==> config.mk <==
export PLATFORM = sky130hd
export DESIGN_NAME = alien_laser_ctrl
export DESIGN_NICKNAME = d
export VERILOG_FILES = /design/src/rtl/alien_laser_ctrl.sv
export SDC_FILE = /design/constraint.sdc
export NUM_CORES = 1
export LEC_CHECK = 0
export CORE_MARGIN = 4
export CORE_UTILIZATION = 45
export CTS_BUF_LIST = sky130_fd_sc_hd__clkbuf_4 sky130_fd_sc_hd__clkbuf_8
export DETAILED_ROUTE_END_ITERATION = 7
export HOLD_SLACK_MARGIN = 0.15
export PLACE_DENSITY = 0.79
export SLEW_MARGIN = 15
export SYNTH_ARGS = -nofsm -noshare
export SYNTH_HDL_FRONTEND = slang
export SYNTH_SLANG_ARGS = --single-unit
==> constraint.sdc <==
create_clock -name clk -period 2.5 [get_ports clk]
set_clock_uncertainty 0.2 [all_clocks]
set_input_delay 0.625 -clock clk [delete_from_list [all_inputs] [get_ports clk]]
set_output_delay 0.625 -clock clk [all_outputs]
set_load 0.01 [all_outputs]
==> src/rtl/alien_laser_ctrl.sv <==
// alien_laser_ctrl: owns the three alien laser slots. Launches lasers from
// the shooter alien, steps them down once per frame, retires them on a hit
// or past the screen bottom.
//
// Ports:
//   clk, rst          clock, async active-high reset
//   mode              1 = game running, 0 = clear slots and reload timer
//   frame_tick        one-cycle pulse per video frame
//   shooter_x/y       position of the alien chosen to fire
//   shooter_valid     shooter_x/y meaningful (an alien is alive)
//   alienLaserHit     barrier hit flags, bits [2:0] = slots 0..2
//   playerHit         spaceship hit flags, one per slot
//   alienLaserXcoord  packed X, slot n at [10n+9:10n]
//   alienLaserYcoord  packed Y, slot n at [10n+9:10n]
//   laserActive       per-slot active flag
//   fire_ack          pulses on the cycle a launch becomes visible
module alien_laser_ctrl #(
    parameter logic [9:0] SCREEN_BOTTOM = 10'd480,
    parameter logic [9:0] LASER_STEP    = 10'd4,
    parameter logic [9:0] SPAWN_OFFSET  = 10'd16,
    parameter logic [7:0] FIRE_INTERVAL = 8'd45
) (
    input  logic        clk,
    input  logic        rst,
    input  logic        mode,
    input  logic        frame_tick,
    input  logic [9:0]  shooter_x,
    input  logic [9:0]  shooter_y,
    input  logic        shooter_valid,
    input  logic [11:0] alienLaserHit,
    input  logic [2:0]  playerHit,
    output logic [29:0] alienLaserXcoord,
    output logic [29:0] alienLaserYcoord,
    output logic [2:0]  laserActive,
    output logic        fire_ack
);

    typedef enum logic {
        IDLE   = 1'b0,
        ACTIVE = 1'b1
    } slot_state_e;

    slot_state_e state_q [3];
    slot_state_e state_d [3];
    logic [9:0]  x_q [3];
    logic [9:0]  x_d [3];
    logic [9:0]  y_q [3];
    logic [9:0]  y_d [3];
    logic [7:0]  timer_q;
    logic [7:0]  timer_d;
    logic        fire_ack_q;
    logic        fire_ack_d;

    logic [2:0]  free;
    logic [2:0]  launch_sel;
    logic        launch;
    logic [2:0]  hit;
    logic [10:0] y_next [3];

    // Upper barrier hit bits belong to other shooters' lasers.
    logic unused_hit_bits;
    assign unused_hit_bits = ^alienLaserHit[11:3];

    always_ff @(posedge clk or posedge rst) begin
        if (rst) begin
            for (int n = 0; n < 3; n++) begin
                state_q[n] <= IDLE;
                x_q[n]     <= 10'd0;
                y_q[n]     <= 10'd0;
            end
            timer_q    <= FIRE_INTERVAL;
            fire_ack_q <= 1'b0;
        end else begin
            for (int n = 0; n < 3; n++) begin
                state_q[n] <= state_d[n];
                x_q[n]     <= x_d[n];
                y_q[n]     <= y_d[n];
            end
            timer_q    <= timer_d;
            fire_ack_q <= fire_ack_d;
        end
    end

    always_comb begin
        free       = 3'b000;
        launch_sel = 3'b000;
        hit        = alienLaserHit[2:0] | playerHit;
        for (int n = 0; n < 3; n++) begin
            free[n] = (state_q[n] == IDLE);
        end

        // Only slots idle at the start of the cycle may take a launch,
        // so a slot freed this cycle waits one cycle.
        if (free[0]) begin
            launch_sel = 3'b001;
        end else if (free[1]) begin
            launch_sel = 3'b010;
        end else if (free[2]) begin
            launch_sel = 3'b100;
        end

        launch = mode && (timer_q == 8'd0) && shooter_valid && (|free);

        for (int n = 0; n < 3; n++) begin
            state_d[n] = state_q[n];
            x_d[n]     = x_q[n];
            y_d[n]     = y_q[n];
            // Compare in 11 bits so a step near the bottom cannot wrap.
            y_next[n]  = {1'b0, y_q[n]} + {1'b0, LASER_STEP};

            if (!mode) begin
                state_d[n] = IDLE;
                x_d[n]     = 10'd0;
                y_d[n]     = 10'd0;
            end else begin
                unique case (state_q[n])
                    ACTIVE: begin
                        if (hit[n]) begin
                            state_d[n] = IDLE;
                            x_d[n]     = 10'd0;
                            y_d[n]     = 10'd0;
                        end else if (frame_tick) begin
                            if (y_next[n] > {1'b0, SCREEN_BOTTOM}) begin
                                state_d[n] = IDLE;
                                x_d[n]     = 10'd0;
                                y_d[n]     = 10'd0;
                            end else begin
                                y_d[n] = y_next[n][9:0];
                            end
                        end
                    end
                    IDLE: begin
                        if (launch && launch_sel[n]) begin
                            state_d[n] = ACTIVE;
                            x_d[n]     = shooter_x;
                            y_d[n]     = shooter_y + SPAWN_OFFSET;
                        end
                    end
                    default: begin
                        state_d[n] = IDLE;
                    end
                endcase
            end
        end

        timer_d    = timer_q;
        fire_ack_d = 1'b0;
        if (!mode) begin
            timer_d = FIRE_INTERVAL;
        end else if (launch) begin
            timer_d    = FIRE_INTERVAL;
            fire_ack_d = 1'b1;
        end else if (frame_tick && (timer_q != 8'd0)) begin
            timer_d = timer_q - 8'd1;
        end
    end

    always_comb begin
        for (int n = 0; n < 3; n++) begin
            alienLaserXcoord[10*n +: 10] = x_q[n];
            alienLaserYcoord[10*n +: 10] = y_q[n];
            laserActive[n]               = (state_q[n] == ACTIVE);
        end
    end

    assign fire_ack = fire_ack_q;

endmodule

## Word level (Yosys, flattened, before mapping)

Cells that the tools add are included.

- Add/subtract/negate cells: 5
- Magnitude comparators: 3
- Equal/unequal tests: 10
- Mux-type cells: 62
- Bitwise logic cells: 4
- Reductions and logical operators: 16

Operators by type and width:

| operator | number |
|---|---|
| 10-bit 2-to-1 mux | 30 |
| 10-bit one-hot mux with 2 select lines | 6 |
| 10-bit by 3-bit adder with 11-bit output, second input constant | 3 |
| 11-bit by 9-bit greater-than comparator with 1-bit output, second input constant | 3 |
| 8-bit 2-to-1 mux | 3 |
| 1-bit 2-to-1 mux | 17 |
| 4-bit by 2-bit != test with 1-bit output, second input constant | 3 |
| 4-bit by 3-bit != test with 1-bit output, second input constant | 3 |
| 10-bit by 5-bit adder with 10-bit output, second input constant | 1 |
| 3-bit 2-to-1 mux | 3 |
| 3-bit by 2-bit != test with 1-bit output, second input constant | 3 |
| 3-bit AND reduction | 3 |
| 8-bit logical NOT | 1 |
| 8-bit nonzero test | 1 |
| 8-bit by 1-bit subtractor with 8-bit output, second input constant | 1 |
| 1-bit logical AND | 7 |
| 1-bit one-hot mux with 2 select lines | 3 |
| 2-bit AND reduction | 3 |
| 3-bit by 1-bit != test with 1-bit output, second input constant | 1 |
| 1-bit inverter | 3 |
| 3-bit bitwise OR | 1 |
| 3-bit OR reduction | 1 |

- Flip-flop bits (word level): 72
- Output and inout port bits: 64
- Word-level logic and storage cells: 111

## Logic depth before layout (Yosys ltp)

Gate-level depths: netlist of the first run.

- Word-level depth: 8
- Gate-level depth with buffers: 10
- Mapped depth without buffers: 8

## Worst setup path before layout of the first run

Ideal clock, no wire load.

- Path type: flip-flop to flip-flop
- Start: register y_q (netlist bit alienLaserYcoord[22])
- End: register x_q (netlist bit alienLaserXcoord[20])
- Data arrival time: 2.253 ns
- Path slack: -0.074 ns
- Stages on the path, launching flop included: 9
- Path buffers: 1
- Period minus slack after synthesis: 2.574 ns
- Path through: dfrtp_1 > ha_1 > nand3_1 > o31a_1 > a2111oi_1 > nor2_1 > a21o_1 > buf_2 > a22o_1

- Word-level cells in the longest chain between the ends: 4

RTL lines:

| item | RTL line | source |
|---|---|---|
| from (decl) | 47 | `logic [9:0] y_q [3];` |
| from (signal, indexed assignment) | 77 | `y_q[n] <= y_d[n];` |
| 10-bit by 3-bit adder with 11-bit output | 109 | `y_next[n] = {1'b0, y_q[n]} + {1'b0, LASER_STEP};` |
| 11-bit by 9-bit greater-than comparator with 1-bit output | 123 | `if (y_next[n] > {1'b0, SCREEN_BOTTOM}) begin` |
| 4-bit by 2-bit != test with 1-bit output (no source line) | -- |  |
| 3-bit AND reduction (no source line) | -- |  |
| to (signal, indexed assignment) | 76 | `x_q[n] <= x_d[n];` |
| to (decl) | 45 | `logic [9:0] x_q [3];` |

No other way between the ends.
A chain may end at the register's enable or synchronous reset.

## Final worst setup path of the first run

- Start: register y_q (netlist bit alienLaserYcoord[23])
- End: register y_q (netlist bit alienLaserYcoord[20])

- Word-level cells in the longest chain between the ends: 7

RTL lines:

| item | RTL line | source |
|---|---|---|
| 10-bit by 3-bit adder with 11-bit output | 109 |  |
| 11-bit by 9-bit greater-than comparator with 1-bit output | 123 |  |
| 10-bit 2-to-1 mux | 123 |  |
| 10-bit 2-to-1 mux | 122 | `end else if (frame_tick) begin` |
| 10-bit 2-to-1 mux | 118 | `if (hit[n]) begin` |
| 10-bit one-hot mux with 2 select lines | 116 | `unique case (state_q[n])` |
| 10-bit 2-to-1 mux | 111 | `if (!mode) begin` |

No other way between the ends. The select of a mux whose other input is x is not followed.

==> flow_summary_export.csv, run 1 <==
group,metric,value,unit
outcome,status,"finished clean",
logic_synthesis,yosys.cell_count.top_type,"dfrtp_1",
floorplanning,dieArea,9940,um^2
power_and_ir_drop,clock_power_share,37.2,%
logic_synthesis,synth_seq_cells,72,
sta,fmax,403,MHz
critical_path,criticalPathCategory,"reg2reg",
grt,grtUsageMet3,3.72,%
floorplanning,rows,33,
logic_synthesis,ys.flop_type,"dfrtp_1",
route,drt_iter0_drc,182,
critical_path,worst_setup_path_end_kind,"flip-flop",
grt,grt_usage,23.5,%
sta,rsz0062_at_grt,"yes",
clock_tree,clkTransAtPathRegs,0.08,ns
logic_synthesis,syn-cell-area,3780,um^2
logic_synthesis,yosys-top-cells-count,"dfrtp_1 (68), a22o_1 (38), nand2_1 (37)",
clock_tree,cts_buffer_depth,2,
power_and_ir_drop,internal_power,2.04,mW
grt,grt-ovfl-total,0,
sta,hold_viol_final,0,
sta,fin_crit,2.48,ns
floorplanning,io_pins,104,
critical_path,r2r_cells,9,
grt,grt_pass1_wl,18.6,mm
critical_path,path_delay_family,"compound AO/OA/AOI/OAI gates",
power_and_ir_drop,combPwrFrac,17.4,%
critical_path,crit_path_cell_trace,"ha_4 > nand3_2 > o31a_1 > a2111oi_4 > buf_4 > nor2_2 > a21o_1 > buf_12 > a22o_1",
final_layout,final_core_util,67.3,%
power_and_ir_drop,power_density,507,nW/um^2
route,num_vias,3687,
sta,timing.setup.tns,0,ns
grt,grt_pass1_vias,3735,
sta,finalSetupViolCount,0,
logic_synthesis,synth-edff-count,0,
critical_path,cp-start-kind,"flip-flop",
min_path,hold_path_depth,1,
logic_synthesis,synth.yosys.seq_area_share,47.7,%
critical_path,crit_path_top_delay_cell,"dfrtp_2",
flow_run,drv_cap,0,
route,via_per_inst,5.87,
route,ant_nets,0,
logic_synthesis,synth_nets,429,
power_and_ir_drop,p_seq_share,45.3,%
grt,grt_max_degree,25,
route,drt-pass1-iter-count,5,
logic_synthesis,synth.area.top_cells,"dfrtp_1 (45%), a22o_1 (8.8%), nand2_1 (3.7%)",
sta,finalCritPeriodShare,99.2,%
final_layout,area_growth,46.2,%
final_layout,fin_nets,567,
critical_path,path_buf_inv,2,
route,routedWlPerCell,18.3,um
critical_path,path_depth,9,
clock_tree,cts_tree,"done",
logic_synthesis,synthCells,380,
sta,hold_slack,0.309,ns
critical_path,cp.arrival,2.51,ns
logic_synthesis,ys_async_sr_fraction,100,%
sta,slew_violations,0,
logic_synthesis,synthDistinctLibCells,62,
floorplanning,initial_core_util,46.1,%
grt,antenna_found_initial,0,
floorplanning,fp.dieH,99.7,um
final_layout,n_fill_cell,618,
floorplanning,die_w,99.7,um
route,drcViolationCount,0,
clock_tree,htreeDepth,3,
min_path,hp-class,"reg2reg",
clock_tree,numCtsBuffers,9,
critical_path,required,2.54,ns
place,dpl.hpwl,8.34,mm
place,io_buffers,94,
logic_synthesis,synth_warnings,0,
clock_tree,cts_num_sinks,72,
logic_synthesis,yosysTopAreaCell,"dfrtp_1",
final_layout,drive_above_1_share,17.6,%
sta,relSlewSlack,62.2,%
final_layout,n_antenna_cell,0,
critical_path,crit_path_max_incr_delay,0.43,ns
logic_synthesis,synth_top_area_share,45.0,%
power_and_ir_drop,vdd_drop_max,319,uV
power_and_ir_drop,swShare,27.2,%
logic_synthesis,syn_avg_cell_area,9.96,um^2
power_and_ir_drop,total_power,2.81,mW
place,gp_congestion,0.882,
route,drt-total-wl,11.5,mm
grt,met1_usage,30.5,%
power_and_ir_drop,switching_power,764,uW
grt,grtUsageMet2,38.9,%
grt,top_usage_layer,"met2",
clock_tree,cts-root-buf,"clkbuf_8",
power_and_ir_drop,leakagePower,2.33,nW
clock_tree,clkLatencyLatePin,0.35,ns
sta,worst_pin_slew,0.566,ns
floorplanning,core_area,8220,um^2
critical_path,cp_max_fo,12,
per-stage QoR:
stage | cell area [um^2] | instances | worst slack [ns]
5_1_grt | 5530 | 628 | -0.0586
6_report | 5530 | 628 | 0.0206
3_3_place_gp | 5210 | 609 | -0.206
2_1_floorplan | 3790 | 380 | 0.0150
4_1_cts | 5450 | 627 | 0.0109
3_5_place_dp | 5210 | 609 | -0.246
repair_timing:
action                                  in CTS  in global routing
pin swaps                                    1                  4
endpoints found under the setup margin       2                 56
setup buffers                                2                  1
resized for setup                            0                 21
hold buffers                                 0                  0
final cells by class:
class                           count  area [um^2]  share of cell area, %
Multi-Input combinational cell    274         1930                   34.8
Sequential cell                    72         1810                   32.7
Timing Repair Buffer              144         1370                   24.8
Clock buffer                       10          131                   2.37
Tap cell                          105          131                   2.37
Clock inverter                      6         92.6                   1.67
Inverter                           17         67.6                   1.22
cell usage in the layout, fill, tap and decap left out, drive strengths merged, types with 3 or more instances in the layout:
master,n
nand4,5
xor2,3
buf,50
nand2b,3
a21oi,21
o211ai,3
nor4b,3
a22oi,8
o21a,3
clkbuf,10
and3,4
o41ai,3
o31ai,5
o21ai,25
nor2b,4
nor4,4
inv,17
a21o,5
clkdlybuf4s50,94
a31oi,4
dfstp,4
a22o,38
nand3b,3
nor2,16
xnor2,5
ha,9
nand2,37
and2,5
clkinvlp,3
dfrtp,68
nand3,16
nor3,8
worst register-to-register path, delay by kind of cell, from the launching register on:
| kind | cells | cell delay, ns |
|---|---|---|
| AO/OA/AOI/OAI | 4 | 1.08 |
| flip-flops | 1 | 0.43 |
| buffers and inverters | 2 | 0.34 |
| adder cells (fa/ha/maj) | 1 | 0.18 |
| AND/OR/NAND/NOR | 2 | 0.12 |
path summary, 6_finish.rpt:
path | slack [ns] | from | endpoint
worst max-delay path | 0.02 | alienLaserYcoord[23] | alienLaserYcoord[20]
worst min-delay path | 0.31 | alienLaserXcoord[21] | alienLaserXcoord[21]
worst max register to register | 0.02 | alienLaserYcoord[23] | alienLaserYcoord[20]
worst min register to register | 0.31 | alienLaserXcoord[21] | alienLaserXcoord[21]
max in group asynchronous | 1.12 | rst | alienLaserYcoord[20]
min in group asynchronous | 0.47 | rst | alienLaserXcoord[10]
cells by family after synthesis:
family                     count (synthesis)  share of synthesized area [%]
adders and majority gates                  9                           2.98
DFF                                       72                           47.7
AOI/OAI and AO/OA                        137                           26.3
xor gates and xnor gates                   8                           1.85
and+or+nand+nor                          118                           17.1
muxes                                      2                          0.529
buffers and inverters                     34                           3.47
layer usage:
metal | wire length (um) | vias up
met5 | 0 | -
met2 | 5870 | 131
met4 | 233 | 0
met3 | 641 | 23
li1 | - | 1718
met1 | 4770 | 1815
registers in the layout, indices dropped and copies added, names as in the netlist:
signal / cells
alienLaserXcoord: 30
alienLaserYcoord: 30
fire_ack: 1
laserActive: 3
timer_q: 8
power by group through the flow:
stage,logic [mW],clock network [mW],registers (mW)
2_1_floorplan,0.195,0,1.30
3_3_place_gp,0.474,0,1.29
3_5_place_dp,0.484,0,1.29
4_1_cts,0.487,1.06,1.27
5_1_grt,0.526,1.11,1.28
6_report,0.489,1.04,1.27
No activity file was read; power rests on OpenSTA's default activity.
==> run 2: changes to the inputs <==
--- a/config.mk
+++ b/config.mk
@@ -6,11 +6,10 @@
 export NUM_CORES = 1
 export LEC_CHECK = 0
 export CORE_MARGIN = 4
-export CORE_UTILIZATION = 45
+export CORE_UTILIZATION = 25
 export CTS_BUF_LIST = sky130_fd_sc_hd__clkbuf_4 sky130_fd_sc_hd__clkbuf_8
 export DETAILED_ROUTE_END_ITERATION = 7
 export HOLD_SLACK_MARGIN = 0.15
-export PLACE_DENSITY = 0.79
 export SLEW_MARGIN = 15
 export SYNTH_ARGS = -nofsm -noshare
 export SYNTH_HDL_FRONTEND = slang
==> flow_summary_export.csv, run 2 (same netlist as run 1, synthesis figures left out) <==
group,metric,value,unit
power_and_ir_drop,switching_power,817,uW
min_path,min-delay-start,"timer_q[7]",
clock_tree,clkLatencyLatePin,0.35,ns
route,via_per_inst,5.21,
flow_run,drv_cap,0,
power_and_ir_drop,p_seq_share,45.9,%
min_path,hp-class,"reg2reg",
sta,fin_crit,2.48,ns
clock_tree,cts-root-buf,"clkbuf_8",
clock_tree,cts_tree,"done",
route,drt-pass1-iter-count,4,
final_layout,fin_nets,574,
route,drt_iter0_drc,310,
route,ant_nets,0,
route,routedWlPerCell,17.5,um
sta,relSlewSlack,61.4,%
clock_tree,numCtsBuffers,9,
grt,grt-ovfl-total,0,
floorplanning,rows,44,
critical_path,crit_path_top_delay_cell,"dfrtp_1",
place,io_buffers,94,
floorplanning,dieArea,17200,um^2
outcome,status,"finished clean",
power_and_ir_drop,swShare,29.4,%
power_and_ir_drop,vdd_drop_max,346,uV
sta,fmax,403,MHz
grt,grt_usage,14.7,%
sta,finalSetupViolCount,0,
power_and_ir_drop,internal_power,1.96,mW
critical_path,reg2reg_from,"alienLaserYcoord[22]",
critical_path,crit_path_cell_trace,"buf_4 > and2_1 > o31a_1 > a2111oi_4 > buf_4 > nor2_1 > a21o_1 > buf_12 > a22o_1",
clock_tree,clkTransAtPathRegs,0.09,ns
critical_path,cp-start-kind,"flip-flop",
place,dpl.hpwl,9.22,mm
clock_tree,hold_buffers,0,
sta,rsz0062_at_grt,"yes",
grt,grt_pass1_vias,3792,
power_and_ir_drop,combPwrFrac,18.4,%
critical_path,startpoint,"alienLaserYcoord[22]",
route,drcViolationCount,0,
critical_path,crit_path_max_incr_delay,0.43,ns
grt,grt_max_degree,32,
sta,finalWorstSetupSlack,0.0198,ns
sta,finalCritPeriodShare,99.2,%
critical_path,worst_setup_path_end_kind,"flip-flop",
final_layout,final_common_cell,"clkdlybuf4s50_1",
floorplanning,fp.dieH,131,um
power_and_ir_drop,power_density,489,nW/um^2
route,drt-total-wl,12.5,mm
floorplanning,die_w,131,um
floorplanning,io_pins,104,
route,num_vias,3718,
floorplanning,core_area,14700,um^2
final_layout,final_cell_mix,"clkdlybuf4s50_1 (94), dfrtp_1 (66), buf_4 (53), a22o_1 (38), nand2_1 (37)",
grt,grt_pass1_wl,19.7,mm
critical_path,cpMostUsedCell,"buf_4",
critical_path,path_buf_inv,3,
floorplanning,initial_core_util,25.7,%
critical_path,cp.arrival,2.52,ns
power_and_ir_drop,clock_power_share,35.7,%
final_layout,drive_above_1_share,18.5,%
critical_path,criticalPathCategory,"reg2reg",
final_layout,area_growth,50.0,%
critical_path,path_delay_family,"compound AO/OA/AOI/OAI gates",
final_layout,n_antenna_cell,0,
grt,antenna_found_initial,0,
final_layout,fin_area,5680,um^2
sta,slew_violations,0,
power_and_ir_drop,leakagePower,2.38,nW
sta,worst_pin_slew,0.579,ns
critical_path,cp_max_fo,12,
place,gp_congestion,0.854,
critical_path,required,2.54,ns
sta,timing.setup.tns,0,ns
place,place_ws,-0.397,ns
clock_tree,htreeDepth,3,
place,place_area,5370,um^2
clock_tree,cts_buffer_depth,2,
clock_tree,cts_num_sinks,72,
sta,hold_viol_final,0,
run 2: cell count changes in the layout (fill, tap and decap cells not counted), moves of 2 or more:
| cell | change |
|---|---|
| buf_4 | +9 |
| buf_6 | -2 |
| nor3_1 | +2 |
| nor4_2 | +2 |
| clkinvlp_4 | -2 |
| nor3_2 | -2 |
| inv_6 | +3 |
| nor4_1 | -2 |
run 2: timing repair:
action,4_1_cts,5_1_grt
setup endpoints to repair,37,40
resized for setup,5,16
pin swaps,0,6
setup buffers,0,1
run 2: layer usage:
layer  part of all wire [%]  wire length [um]  vias up  GRT usage [%]
met4                    2.7               331        0           6.47
li1                       -                 -     1732              -
met1                     43              5390     1836           19.2
met3                    6.3               784       25           3.01
met2                     48              5980      125           23.7
met5                      0                 0        -              0
run 2: final cells by class:
cell class / count / area [um^2]
fillers: 1432 / 9020
clock inverters: 7 / 85.1
inverters: 17 / 67.6
flip-flops and latches: 72 / 1810
well taps: 184 / 230
multi-input cells: 274 / 1940
repair buffers: 151 / 1420
clock buffers: 9 / 124
run 2: stage by stage:
stage                     util [%]  std cells  hold slack (ns)  total power, mW
after floorplan                  -        380            0.251             1.49
after global placement        36.6        697            0.276             1.79
after detailed placement      36.6        697            0.281             1.80
after CTS                     38.2        713            0.303             2.80
after global routing          38.6        714            0.324             2.92
final                         38.6        714            0.310             2.78
run 2: power by group through the flow:
stage          logic, mW  clock network (mW)  registers [mW]
5_1_grt            0.557                1.08            1.28
6_report           0.512               0.991            1.27
2_1_floorplan      0.195                   0            1.30
3_3_place_gp       0.499                   0            1.29
3_5_place_dp       0.507                   0            1.29
4_1_cts            0.510                1.02            1.27
run 2: worst paths after layout:
kind                       slack (ns)  cells after the start                    to
min                              0.31                      1            timer_q[7]
max reg2reg                      0.02                      9  alienLaserXcoord[22]
min in group asynchronous        0.47                      2  alienLaserYcoord[27]
min reg2reg                      0.31                      1            timer_q[7]
max                              0.02                      9  alienLaserXcoord[22]
max in group asynchronous        1.10                      3  alienLaserYcoord[23]
==> run 3: changes to the inputs <==
--- a/config.mk
+++ b/config.mk
@@ -5,11 +5,11 @@
 export SDC_FILE = /design/constraint.sdc
 export NUM_CORES = 1
 export LEC_CHECK = 0
-export CORE_MARGIN = 4
 export CORE_UTILIZATION = 25
 export CTS_BUF_LIST = sky130_fd_sc_hd__clkbuf_4 sky130_fd_sc_hd__clkbuf_8
 export DETAILED_ROUTE_END_ITERATION = 7
 export HOLD_SLACK_MARGIN = 0.15
+export SKIP_CTS_REPAIR_TIMING = 1
 export SLEW_MARGIN = 15
 export SYNTH_ARGS = -nofsm -noshare
 export SYNTH_HDL_FRONTEND = slang
==> flow_summary_export.csv, run 3 (same netlist as run 1, synthesis figures left out) <==
group,metric,value,unit
clock_tree,cts_num_sinks,72,
clock_tree,htreeDepth,3,
sta,finalSetupViolCount,0,
grt,grt_pass1_wl,19.3,mm
floorplanning,io_pins,104,
route,drt-total-wl,12.1,mm
sta,timing.setup.tns,0,ns
min_path,hold_end,"alienLaserXcoord[18]",
critical_path,worst_setup_path_end_kind,"flip-flop",
clock_tree,cts_tree,"done",
place,place_ws,-0.377,ns
final_layout,n_fill_cell,1449,
power_and_ir_drop,power_density,504,nW/um^2
final_layout,fin_nets,571,
grt,grt-ovfl-total,0,
critical_path,reg2reg_from,"alienLaserYcoord[22]",
critical_path,r2r_end,"alienLaserXcoord[25]",
final_layout,fin_area,5640,um^2
route,ant_nets,0,
final_layout,final_core_util,38.5,%
place,gp_congestion,0.845,
clock_tree,clkTransAtPathRegs,0.09,ns
grt,met1_usage,20.9,%
place,io_buffers,94,
floorplanning,dieArea,15600,um^2
grt,grt_max_degree,31,
final_layout,final_common_cell,"clkdlybuf4s50_1",
sta,hold_viol_final,0,
clock_tree,clkLatencyLatePin,0.35,ns
floorplanning,rows,44,
floorplanning,die_w,125,um
critical_path,cp.arrival,2.52,ns
route,via_per_inst,5.14,
grt,grtUsageMet2,26.0,%
place,dpl.hpwl,8.85,mm
sta,relSlewSlack,62.6,%
critical_path,cp_max_fo,12,
route,drt-pass1-iter-count,7,
sta,rsz0062_at_grt,"yes",
route,num_vias,3657,
final_layout,drive_above_1_share,17.3,%
route,routedWlPerCell,17.0,um
min_path,hp-class,"reg2reg",
grt,grtUsageMet3,2.78,%
place,place_area,5360,um^2
power_and_ir_drop,vdd_drop_max,224,uV
grt,grt_usage,15.7,%
power_and_ir_drop,total_power,2.84,mW
sta,worst_pin_slew,0.559,ns
final_layout,area_growth,49.1,%
critical_path,r2r_cells,8,
final_layout,n_antenna_cell,0,
min_path,min-delay-start,"alienLaserXcoord[18]",
min_path,hold_path_depth,1,
critical_path,rrSetupSlack,0.02,ns
sta,finalWorstSetupSlack,0.0198,ns
power_and_ir_drop,leakagePower,2.37,nW
sta,slew_violations,0,
critical_path,required,2.54,ns
outcome,status,"finished, violations left",
grt,top_usage_layer,"met2",
place,place_inst,695,
grt,grt_pass1_vias,3555,
floorplanning,initial_core_util,25.8,%
critical_path,criticalPathCategory,"reg2reg",
sta,hold_slack,0.303,ns
sta,fmax,403,MHz
outcome,violations,"DRC",
grt,antenna_found_initial,0,
sta,finalCritPeriodShare,99.2,%
final_layout,final_cell_mix,"clkdlybuf4s50_1 (94), dfrtp_1 (67), buf_4 (50), a22o_1 (38), nand2_1 (37)",
floorplanning,fp.dieH,125,um
sta,fin_crit,2.48,ns
final_layout,instances_no_fill,711,
floorplanning,core_area,14600,um^2
clock_tree,cts-root-buf,"clkbuf_8",
critical_path,cp-start-kind,"flip-flop",
route,drcViolationCount,6,
clock_tree,numCtsBuffers,9,
route,drt_iter0_drc,193,
clock_tree,cts_buffer_depth,2,
flow_run,drv_cap,0,
[run 3: cell count changes in the layout (fill, tap and decap cells not counted), sizes merged]
cell,delta
clkbuf,+1
clkinv,+2
buf,-3
bufinv,+1
inv,-4
[run 3: worst max path at each step]
stage,end,from
detailed placement,alienLaserXcoord[17],shooter_valid
finish,alienLaserXcoord[25],alienLaserYcoord[22]
global placement,alienLaserXcoord[8],shooter_valid
global route,alienLaserYcoord[25],alienLaserYcoord[22]
floorplan,alienLaserXcoord[20],timer_q[0]
CTS,alienLaserYcoord[25],alienLaserYcoord[22]
[run 3: power by group]
group	switching, mW	total, mW	internal [mW]
logic	0.247	0.504	0.257
clock network	0.473	1.07	0.595
registers	0.0580	1.27	1.21
[run 3: metal layers]
| metal | share of wire (%) | vias up |
|---|---|---|
| li1 | - | 1720 |
| met1 | 46 | 1823 |
| met2 | 49 | 100 |
| met3 | 4.1 | 14 |
| met4 | 1.3 | 0 |
| met5 | 0 | - |
[run 3: area by class of cell]
class	instances	area (um^2)	area share [%]
Tap cell	184	230	4.08
Multi-Input combinational cell	274	1910	33.9
Clock buffer	10	138	2.44
Inverter	17	67.6	1.20
Sequential cell	72	1810	32.0
Clock inverter	6	91.3	1.62
Timing Repair Buffer	148	1400	24.8
[run 3: critical path, cell delays in order, from the launching register on]
cell,delay (ns)
dfrtp_1,0.39
ha_1,0.28
nand3_1,0.14
o31a_1,0.31
a2111oi_4,0.41
nor2_1,0.10
a21o_1,0.22
buf_12,0.15
a22o_1,0.18
==> edit (config.mk and constraints of run 3) <==
Change the parameter `SPAWN_OFFSET` from 10'd16 to 10'd8.
--- a/src/rtl/alien_laser_ctrl.sv
+++ b/src/rtl/alien_laser_ctrl.sv
@@ -17,7 +17,7 @@
 module alien_laser_ctrl #(
     parameter logic [9:0] SCREEN_BOTTOM = 10'd480,
     parameter logic [9:0] LASER_STEP    = 10'd4,
-    parameter logic [9:0] SPAWN_OFFSET  = 10'd16,
+    parameter logic [9:0] SPAWN_OFFSET  = 10'd8,
     parameter logic [7:0] FIRE_INTERVAL = 8'd45
 ) (
     input  logic        clk,
Formal check against the unedited RTL: same outputs for any inputs over 10 cycles, from zero or initial values and one cycle with rst high; that may be too few to reach the edited logic, so the function may still have changed.
==> edit against run 3 <==
  * First-iteration DRC count up 38%
  * Synthesized area up 6.1%
  * Combinational power up 15%
  * Setup slack better by 0.097 ns
  * Die area up 6.0%
  * Design area up 5.2%
  * Critical endpoint is now alienLaserYcoord[21]
  * Power up 0.51%
  * Sequential cell count unchanged
  * Routed wire length up 6.1%
==> edit: results (changes against run 3) <==
[status]
status=completed

[global_route]
grt_pass1_vias=3824  ; +7.6%
grt_start_max_net_pins=32  ; +3.2%
grt_use_total_pct=16.0  ; +0.29 points
grt_pass1_wl_mm=20.2  ; +5.0%
antenna_found_initial=0  ; unchanged

[clock_network]
clockBufferDepth=2  ; unchanged
numCtsBuffers=9  ; unchanged
clock_latency_ns=0.36
clk_pin_slew_ns=0.09  ; about the same
htree_levels=3  ; unchanged

[logic_synthesis]
seq_area_frac_synth_pct=45.0  ; -2.8 points
synth_xor_area_share_pct=2.18  ; +0.33 points
ys.warnings.count=0  ; unchanged
synthAdderAreaFrac_pct=2.80  ; -0.17 points
ys_types=64  ; +3.2%
ys_top_cells_by_count=68 x dfrtp_1, 45 x nand2_1, 29 x a22o_1
synth.area.top_cells=dfrtp_1 42%, a22o_1 6.3%, nand2_1 4.2%, o21ai_0 3.1%, ha_1 2.8%
synthesis.nets=465  ; +8.4%
synth-compound-area-share_pct=25.2  ; -1.1 points
muxShareOfSynthArea_pct=0.530  ; +0.00067 points
async_flop_share_pct=100  ; unchanged

[setup_path]
crit_fanout=6  ; -6
worstPathArrival_ns=2.43  ; -0.09 ns
reg2reg_slack_ns=0.12  ; +0.10 ns

[finish]
drive_above_1_share_pct=20.6  ; +3.3 points
nets=618  ; +8.2%
insertedDiodeCount=0  ; unchanged

[placement]
place_hpwl_mm=9.61  ; +8.7%
dpl_cell_area_um2=5660  ; +5.7%
io_buffers=94  ; unchanged
place.gp.congestion=0.857  ; +1.4%

[power_and_ir_drop]
leakage_uw=0.00248  ; +4.6%
peakVddDrop_v=0.000218  ; -2.7%
switching_share_pct=29.2  ; +1.9 points

[routing]
dr.pass1.iters=4  ; -3
route.vias.total=3824  ; +4.6%
drt-total-wl_mm=12.8  ; +6.1%
drtIter0Drc=266  ; +38%

[timing]
slew_headroom_pct=64.0  ; +1.4 points
hold_slack_ns=0.309  ; +0.00565 ns

[hold_path]
hp-class=reg2reg

-- edit: power by group through the flow --
| stage | sequential (uW) | combinational, uW | clock (uW) |
|---|---|---|---|
| final | 1300 | 581 | 973 |
| after global routing | 1310 | 631 | 1060 |
| after CTS | 1300 | 580 | 1000 |
| after detailed placement | 1320 | 578 | 0 |
| after global placement | 1320 | 566 | 0 |
| after floorplan | 1330 | 223 | 0 |
-- edit: through the flow --
step	cells	setup TNS [ns]	worst slack, ns	utilization (%)
floorplan	416	0	0.130	-
global placement	766	-10.81	-0.307	36.7
detailed placement	766	-12.80	-0.323	36.7
CTS	782	-0.0337	-0.0260	38.0
global route	785	-0.0292	-0.00945	38.5
finish	785	0	0.117	38.5
-- edit: logic make-up after synthesis --
family / after synthesis
compound gates: 135
xor+xnor: 10
fa+ha+maj: 9
buf+inv: 46
flops: 72
mux: 2
simple gates: 142
-- edit: final timing paths --
| path | from | to | cells after the start |
|---|---|---|---|
| max reg2reg | alienLaserYcoord[22] | alienLaserYcoord[21] | 10 |
| min reg2reg | alienLaserXcoord[14] | alienLaserXcoord[14] | 1 |
| min | alienLaserXcoord[14] | alienLaserXcoord[14] | 1 |
| min in group asynchronous | rst | alienLaserYcoord[25] | 2 |
| max | alienLaserYcoord[22] | alienLaserYcoord[21] | 10 |
| max in group asynchronous | rst | alienLaserXcoord[8] | 3 |
-- edit: layout make-up --
type | instances | area, um^2
fill | 1542 | 9490
multi-input combinational | 298 | 2040
timing repair buffer | 161 | 1520
inverter | 27 | 105
tap | 211 | 264
clock inverter | 6 | 67.6
sequential | 72 | 1810
clock buffer | 10 | 138
-- edit: routing by layer --
metal / track usage [%] / up-vias / part of all wire [%]
li1: - / 1852 / -
met1: 21.1 / 1874 / 46
met2: 25.5 / 84 / 47
met3: 3.99 / 14 / 5.3
met4: 5.26 / 0 / 1.4
met5: 0 / - / 0
-- edit: critical path, cell delays in order (launching register included) --
cell and delay (ns):
dfrtp_2 0.41, ha_1 0.20, nand3_2 0.14, o21a_1 0.23
o311ai_1 0.28, buf_4 0.17, a2111oi_4 0.03, buf_4 0.17
a21oi_4 0.21, buf_6 0.17, o21ai_2 0.05
